### config.mk
export PLATFORM = sky130hd
export DESIGN_NAME = prog_sequencer
export DESIGN_NICKNAME = d
export VERILOG_FILES = /design/src/rtl/prog_sequencer.sv
export SDC_FILE = /design/constraint.sdc
export NUM_CORES = 1
export LEC_CHECK = 0
export ABC_AREA = 1
export CORE_UTILIZATION = 35
export CTS_BUF_LIST = sky130_fd_sc_hd__clkbuf_2 sky130_fd_sc_hd__clkbuf_4 sky130_fd_sc_hd__clkbuf_8
export DETAILED_ROUTE_END_ITERATION = 12
export GPL_TIMING_DRIVEN = 1
export HOLD_SLACK_MARGIN = 0.03
export SETUP_SLACK_MARGIN = 0.02
export SLEW_MARGIN = 20
export SYNTH_ARGS = -nofsm -noshare
export SYNTH_HDL_FRONTEND = slang
export SYNTH_SLANG_ARGS = --single-unit
### constraint.sdc
create_clock -name clk -period 5.5 [get_ports clk]
set_input_delay 0.825 -clock clk [delete_from_list [all_inputs] [get_ports clk]]
set_output_delay 0.825 -clock clk [all_outputs]
set_load 0.005 [all_outputs]
### src/rtl/prog_sequencer.sv
// Instruction-issue sequencer for the 4-bit core: buffers a short program
// written by the host and replays it onto instruc/enable with fixed
// setup / pulse / gap timing. Single-shot or looping playback, with stop.
module prog_sequencer #(
  parameter int DEPTH     = 16,
  parameter int AW        = 4,
  parameter int SETUP_CYC = 2,
  parameter int PULSE_CYC = 2,
  parameter int GAP_CYC   = 2
) (
  input  logic          clk,
  input  logic          clear_n,
  input  logic          wr_en,
  input  logic [4:0]    wr_data,
  input  logic          flush,
  input  logic          start,
  input  logic          loop,
  input  logic          stop,
  output logic          busy,
  output logic          done,
  output logic          full,
  output logic [AW:0]   count,
  output logic [4:0]    instruc,
  output logic          enable
);

  typedef enum logic [2:0] {
    S_IDLE,
    S_SETUP,
    S_PULSE,
    S_GAP,
    S_DONE
  } state_t;

  localparam logic [7:0]    SETUP_LAST = 8'(SETUP_CYC - 1);
  localparam logic [7:0]    PULSE_LAST = 8'(PULSE_CYC - 1);
  localparam logic [7:0]    GAP_LAST   = 8'(GAP_CYC - 1);
  localparam logic [AW:0]   DEPTH_V    = (AW+1)'(DEPTH);
  localparam logic [AW:0]   CNT_ONE    = (AW+1)'(1);
  localparam logic [AW-1:0] PTR_ONE    = AW'(1);

  state_t          state_q, state_d;
  logic [7:0]      ph_q, ph_d;
  logic [AW-1:0]   rd_ptr_q, rd_ptr_d;
  logic [AW-1:0]   rd_ptr_nxt;
  logic [AW:0]     count_d;
  logic [4:0]      instruc_d;
  logic            enable_d, busy_d, done_d, full_d;
  logic            loop_q, loop_d;
  logic            stop_q, stop_d;
  logic            wr_fire;
  logic            last_entry;

  logic [4:0]      mem [DEPTH];

  assign rd_ptr_nxt = rd_ptr_q + PTR_ONE;
  assign last_entry = ({1'b0, rd_ptr_q} == (count - CNT_ONE));

  // Program buffer: write-only from the host side, no reset needed since
  // count gates every read.
  always_ff @(posedge clk) begin
    if (wr_fire) begin
      mem[count[AW-1:0]] <= wr_data;
    end
  end

  // State and all registered outputs.
  always_ff @(posedge clk or negedge clear_n) begin
    if (!clear_n) begin
      state_q  <= S_IDLE;
      ph_q     <= '0;
      rd_ptr_q <= '0;
      count    <= '0;
      instruc  <= '0;
      enable   <= 1'b0;
      busy     <= 1'b0;
      done     <= 1'b0;
      full     <= 1'b0;
      loop_q   <= 1'b0;
      stop_q   <= 1'b0;
    end else begin
      state_q  <= state_d;
      ph_q     <= ph_d;
      rd_ptr_q <= rd_ptr_d;
      count    <= count_d;
      instruc  <= instruc_d;
      enable   <= enable_d;
      busy     <= busy_d;
      done     <= done_d;
      full     <= full_d;
      loop_q   <= loop_d;
      stop_q   <= stop_d;
    end
  end

  // Next-state logic; outputs are decoded from the next state so that
  // they are registered yet line up with the state they describe.
  always_comb begin
    state_d   = state_q;
    ph_d      = ph_q;
    rd_ptr_d  = rd_ptr_q;
    count_d   = count;
    instruc_d = instruc;
    loop_d    = loop_q;
    stop_d    = stop_q;
    wr_fire   = 1'b0;

    case (state_q)
      S_IDLE: begin
        ph_d = '0;
        if (start && (count != '0)) begin
          rd_ptr_d  = '0;
          instruc_d = mem[0];
          loop_d    = loop;
          stop_d    = 1'b0;
          state_d   = S_SETUP;
        end else if (flush) begin
          count_d = '0;
        end else if (wr_en && !full) begin
          wr_fire = 1'b1;
          count_d = count + CNT_ONE;
        end
      end

      S_SETUP: begin
        if (stop) begin
          // Abort before the strobe ever rises for this entry.
          ph_d    = '0;
          state_d = S_DONE;
        end else if (ph_q == SETUP_LAST) begin
          ph_d    = '0;
          state_d = S_PULSE;
        end else begin
          ph_d = ph_q + 8'd1;
        end
      end

      S_PULSE: begin
        if (stop) begin
          stop_d = 1'b1;
        end
        if (ph_q == PULSE_LAST) begin
          ph_d    = '0;
          state_d = S_GAP;
        end else begin
          ph_d = ph_q + 8'd1;
        end
      end

      S_GAP: begin
        if (stop) begin
          stop_d = 1'b1;
        end
        if (ph_q == GAP_LAST) begin
          ph_d = '0;
          // A stop seen on this same final gap cycle also ends playback.
          if (stop_q || stop) begin
            state_d = S_DONE;
          end else if (last_entry) begin
            if (loop_q) begin
              rd_ptr_d  = '0;
              instruc_d = mem[0];
              state_d   = S_SETUP;
            end else begin
              state_d = S_DONE;
            end
          end else begin
            rd_ptr_d  = rd_ptr_nxt;
            instruc_d = mem[rd_ptr_nxt];
            state_d   = S_SETUP;
          end
        end else begin
          ph_d = ph_q + 8'd1;
        end
      end

      S_DONE: begin
        ph_d      = '0;
        instruc_d = '0;
        state_d   = S_IDLE;
      end

      default: begin
        ph_d    = '0;
        state_d = S_IDLE;
      end
    endcase

    enable_d = (state_d == S_PULSE);
    busy_d   = (state_d == S_SETUP) || (state_d == S_PULSE) || (state_d == S_GAP);
    done_d   = (state_d == S_DONE);
    full_d   = (count_d == DEPTH_V);
  end

endmodule

==> results.md, run 1 <==
* Run status: completed
* Nets at 590
* Clock root buffer: clkbuf_8
* WL per Instance at 16.4 um
* Commonest non-fill, non-tap cell in the layout: nand2_1
* Final Util at 0.401
* DR iter-0 viols at 318
* Crit Path Max Fanout at 23
* Kind of critical path: flop to flop
* RSZ-0062 raised after global routing: false
* Slew HR at 0.418
* Delay-heaviest family, CP: buffers and inverters
* Final HPWL DP at 8900 um
* Via-per-instance ratio at approximately 5.1
* Total negative setup slack at 0 ps
* Die width at 124 um
* Max incr delay on CP at 800 ps
* Syn_area_per_cell at approximately 9.5 um^2
* PortBufs at 25
* Share of layout cells above drive strength 1 at 0.0870
* GP Congestion at around 0.89
* Hold Crit Class: flop to flop
* Htree depth at 3
* Pwr Density at 397 mW/mm^2
* Via count at between 3000 and 4000
* Slowest cell on crit path: dfrtp_1
* Initial antenna violation count at 0
* Clk sinks at about 110
* # hold bufs at CTS at 0
* Slew @ Worst Pin at 867 ps
* DRT antenna net count at 0
* Crit path cell chain: buf_4, ha_1, inv_1, nand3_1, nand3_1, nand3_1, nand2_1, nand2_1, nand2_1, nand2_1, nand2_1, nand2_1
* DRC at 0
* Yosys top cell area share at 0.460
* Final Hold Vio Count at 0
* Global route overflow at 0
* Global-route wire length before repair at 19700 um
* Crit path top cell by count: nand2_1
* Postcts setup bufs at 0
* Top post-synthesis cells by area: edfxtp_1, dfrtp_1, nand2_1
* Initial core utilization at 0.359
* Clock latency on the worst-skew pair at around 400 ps
* Yosys Warn Count at 0
* Max Cap Viol at 0
* Crit path DAT at around 3500 ps
* Final Slew Violations at 0
* Post-CTS sizing at 0
* CP Launch Type: flop
* Time the worst path needs with I/O delays and setup at between 3000 and 4000 ps
* FP Rows at 44
* Sequential fraction of the synthesis area at 0.609
* Total routed wirelength at around 12000 um
* Final Power at around 2300 uW
* Total CTS buffers at 9
* Peak Freq at 0.319 GHz
* Largest net degree at the start of global routing at 43
* Leading area contributor after synthesis: edfxtp_1
* Die ar. at about 0.015 mm^2
* Max IR drop VDD at roughly 0.00022 V
* Synth cell types at 31
* Mapped Cells at ~550
* GRT Total Usage at 0.176
* Leak at roughly 0.0024 uW
* Core Region at about 0.015 mm^2
* Diodes inserted at 0
* Clock skew at ~10 ps
* Area delta synth->final at 11.6%
* Mapped Area at ~0.0052 mm^2
* Vias in the first global route at between 3000 and 4000
* Most frequent cells in the layout: nand2_1, nand3_1, edfxtp_1, nor2_1, inv_1
* Clk buf depth at 2
* CTS tree: done
* Critical path buffer and inverter count at 2
* Flops & latches, synth at between 100 and 150
* Syn_nets at around 570
* Setup violators final at 0
* First-pass DRT Iterations at 5
* Fin crit share at 0.569
* Clock transition at path regs at roughly 100 ps
* Boundary Pins at 26
* Data required time of the worst path at around 5800 ps
* Chip height at about 120 um
* Crit end category: flop
## through the flow
| step | hold WS, ps | instances | instance area (um^2) | setup WS, ps |
|---|---|---|---|---|
| 6_report | 497 | 759 | 5820 | 2370 |
| 5_1_grt | 529 | 759 | 5820 | 2090 |
| 4_1_cts | 503 | 759 | 5820 | 2410 |
| 3_5_place_dp | 477 | 743 | 5640 | 2430 |
| 3_3_place_gp | 477 | 743 | 5640 | 2560 |
| 2_1_floorplan | 461 | 549 | 5220 | 3480 |
## cells by family after synthesis
kind of cell	after synthesis	synth area share
buffers and inverters	61	0.0463
AO/OA/AOI/OAI	16	0.0173
adder cells (fa/ha/maj)	8	0.0192
XOR/XNOR	6	0.0115
AND/OR/NAND/NOR	347	0.297
flip-flops	111	0.609
## where the power goes
group,switching [uW],internal (uW),total [uW]
sequential,68.7,968,1040
combinational,527,273,800
clock,299,174,473
## routing by layer
layer | global-route usage | share of wire | vias to the layer above
met1 | 0.231 | 0.45 | 1866
met3 | 0.0375 | 0.051 | 20
met5 | 0 | 0 | -
met2 | 0.280 | 0.48 | 110
li1 | - | - | 1852
met4 | 0.0737 | 0.020 | 0
## worst reg2reg max path, cell delays in order, from the launching register on
cell     delay [ps]
dfrtp_1         800
buf_4           380
ha_1            600
inv_1           480
nand3_1         210
nand3_1          90
nand3_1         140
nand2_1          70
nand2_1          70
nand2_1          60
nand2_1          60
nand2_1          60
nand2_1          60
## registers in the layout, indices dropped and copies added, names as in the netlist
register,flops
mem,80
ph_q,8
count,5
instruc,5
rd_ptr_q,4
state_q,3
busy,1
done,1
enable,1
full,1
loop_q,1
stop_q,1
## path summary, 6_finish.rpt
kind	from	end	slack [ps]	cells after the start
worst max-delay path	rd_ptr_q[0]	instruc[2]	2370	12
worst min-delay path	instruc[1]	instruc[1]	500	2
worst max register to register	rd_ptr_q[0]	instruc[2]	2370	12
worst min register to register	instruc[1]	instruc[1]	500	2
max in group asynchronous	clear_n	count[1]	4390	2
min in group asynchronous	clear_n	ph_q[4]	810	2
## Yosys cell counts
cell type / n
nand2_1: 181
nand3_1: 93
edfxtp_1: 80
nor2_1: 44
inv_1: 34
dfrtp_1: 31
inv_2: 10
nand2_2: 10
ha_1: 8
buf_2: 7
clkbuf_1: 7
a21oi_1: 5
nor3_1: 5
o21ai_1: 5
nor2_2: 4
nor3b_1: 3
xor2_1: 3
a211oi_1: 2
buf_1: 2
nor2_8: 2
o21ai_0: 2
xnor2_1: 2
a21oi_2: 1
a31oi_1: 1
buf_4: 1
nand3_2: 1
nand3_4: 1
nand3b_1: 1
nand4_2: 1
nor3_4: 1
xor2_2: 1
## final cells by class
type	count	area (um^2)
fillers	1449	8710
flip-flops and latches	111	3180
multi-input cells	377	1800
repair buffers	27	265
well taps	184	230
inverters	44	165
clock buffers	9	124
clock inverters	7	61.3
No activity file was read; power rests on OpenSTA's default activity.
==> inputs of run 2 (changes only) <==
==> constraint.sdc (replaced) <==
create_clock -name clk -period 2.9 [get_ports clk]
set_input_delay 0.435 -clock clk [delete_from_list [all_inputs] [get_ports clk]]
set_output_delay 0.435 -clock clk [all_outputs]
set_load 0.005 [all_outputs]
==> results.md, run 2 (synthesized netlist as in run 1, its figures left out) <==
* Run status: completed
* Initial core utilization at 0.359 (unchanged)
* Met3 Track Usage GR at 0.0531 (+0.0156)
* DRT antenna net count at 0 (unchanged)
* Clk sinks at 111 (unchanged)
* Max IR drop VDD at 0.000373 V (+69%)
* DRC at 0 (unchanged)
* Share of layout cells above drive strength 1 at 0.0917 (+0.00474)
* RSZ-0062 raised after global routing: false
* Via-per-instance ratio at 4.99 (-1.5%)
* Hold Crit Class: primary input to asynchronous set/reset pin
* Slowest cell on crit path: dfrtp_1
* Die ar. at 0.0154 mm^2 (unchanged)
* Post-CTS sizing at 0 (unchanged)
* GRT Total Usage at 0.163 (-0.0128)
* CTS tree: done
* CP Launch Type: flop
* # hold bufs at CTS at 0 (unchanged)
* Initial antenna violation count at 0 (unchanged)
* Leak at 0.00242 uW (+0.93%)
* Fin crit share at 0.834 (+0.265)
* Max FFs per register at 80 (unchanged)
* Pwr Density at 756 mW/mm^2 (+90%)
* Clock transition at path regs at 100 ps (about the same)
* Htree depth at 3 (unchanged)
* Nets at 594 (+0.68%)
* FP Rows at 44 (unchanged)
* Total negative setup slack at 0 ps (unchanged)
* Routing usage on met2 at 0.263 (-0.0166)
* Crit path cell chain: inv_1, ha_1, nand3_1, nand2_2, nand3_4, nor2_1, nand2_1, nor2_1
* Final Slew Violations at 0 (unchanged)
* Diodes inserted at 0 (unchanged)
* Core Region at 0.0145 mm^2 (unchanged)
* Boundary Pins at 26 (unchanged)
* Setup violators final at 0 (unchanged)
* Top Usage Layer GRT: met2
* DR iter-0 viols at 207 (-35%)
* Time the worst path needs with I/O delays and setup at 2420 ps (-712 ps)
* Crit Path Max Fanout at 7 (-70%)
* Area delta synth->final at 12.4%
* First-pass DRT Iterations at 5 (unchanged)
* GP Congestion at 0.833 (-6.0%)
* Max incr delay on CP at 430 ps (-370 ps)
* Total routed wirelength at 11800 um (-5.5%)
* Max Cap Viol at 0 (unchanged)
* Peak Freq at 0.413 GHz (+29%)
* Clock root buffer: clkbuf_8
* Most frequent cells in the layout: nand2_1, nand3_1, edfxtp_1, nor2_1, inv_1
* Final Hold Vio Count at 0 (unchanged)
* Global route overflow at 0 (unchanged)
* PortBufs at 25 (unchanged)
* Clk buf depth at 2 (unchanged)
* Data required time of the worst path at 2960 ps (-2880 ps)
* Slew @ Worst Pin at 810 ps (-57.4 ps)
* Largest net degree at the start of global routing at 32 (-26%)
* Via count at 3805 (-1.1%)
* Vias in the first global route at 3564 (-4.1%)
* Clock latency on the worst-skew pair at 390 ps (about the same)
* Final HPWL DP at 8340 um (-6.3%)
* Slew HR at 0.459 (+0.0407)
* Crit end category: flop
* Kind of critical path: flop to flop
* Postcts setup bufs at 0 (unchanged)
* Final Util at 0.403 (+0.00284)
* Delay-heaviest family, CP: simple AND/OR/NAND/NOR gates
* WL per Instance at 15.4 um (-5.9%)
* Commonest non-fill, non-tap cell in the layout: nand2_1
* Crit path top cell by count: nor2_1
* Chip height at 124 um (unchanged)
* Critical path buffer and inverter count at 1 (-1)
* Crit path DAT at 2470 ps (-1000 ps)
* Global-route wire length before repair at 18300 um (-7.1%)
* Met1 GRT Util at 0.201 (-0.0293)
* Total CTS buffers at 9 (unchanged)
* Die width at 124 um (unchanged)
* Clock skew at 7.42 ps (-2.55 ps)
==> run 2: cell types whose count changed in the layout (fill, tap and decap cells not counted), sizes merged <==
cell / previous run / this run
buf: 2 / 6
clkbuf: 9 / 10
inv: 48 / 46
bufinv: 0 / 1
clkinv: 3 / 2
==> run 2: path summary, 6_finish.rpt <==
check / start / endpoint / slack (ps) / cells after the start
max: count[1] / mem[0][1] / 480 / 8
min: clear_n / ph_q[5] / 430 / 2
max reg2reg: count[1] / mem[0][1] / 480 / 8
min reg2reg: instruc[2] / instruc[2] / 490 / 2
max in group asynchronous: clear_n / count[1] / 2170 / 2
min in group clk: instruc[2] / instruc[2] / 490 / 2
==> run 2: where the power goes <==
part | switching, uW | internal, uW
Combinational | 1020 | 534
Clock | 531 | 414
Sequential | 99.8 | 1840
==> run 2: layer usage <==
| metal | vias to the layer above | part of all wire |
|---|---|---|
| met5 | - | 0 |
| met4 | 0 | 0.025 |
| met3 | 25 | 0.056 |
| met2 | 112 | 0.48 |
| met1 | 1813 | 0.44 |
| li1 | 1855 | - |
==> run 2: stage by stage <==
| step | cells | hold WS, ps | worst slack (ps) | total power (uW) | instance area [um^2] |
|---|---|---|---|---|---|
| final | 762 | 427 | 481 | 4430 | 5860 |
| after global routing | 762 | 469 | 278 | 4710 | 5860 |
| after CTS | 762 | 438 | 454 | 4440 | 5860 |
| after detailed placement | 747 | 472 | 386 | 3520 | 5670 |
| after global placement | 747 | 476 | 424 | 3490 | 5670 |
| after floorplan | 549 | 139 | 983 | 3030 | 5220 |
==> run 2: cell type report <==
type,instances,area (um^2)
clock buffer,10,131
fill,1422,8670
multi-input combinational,377,1800
timing repair buffer,31,295
inverter,44,165
tap,184,230
sequential,111,3180
clock inverter,5,65.1
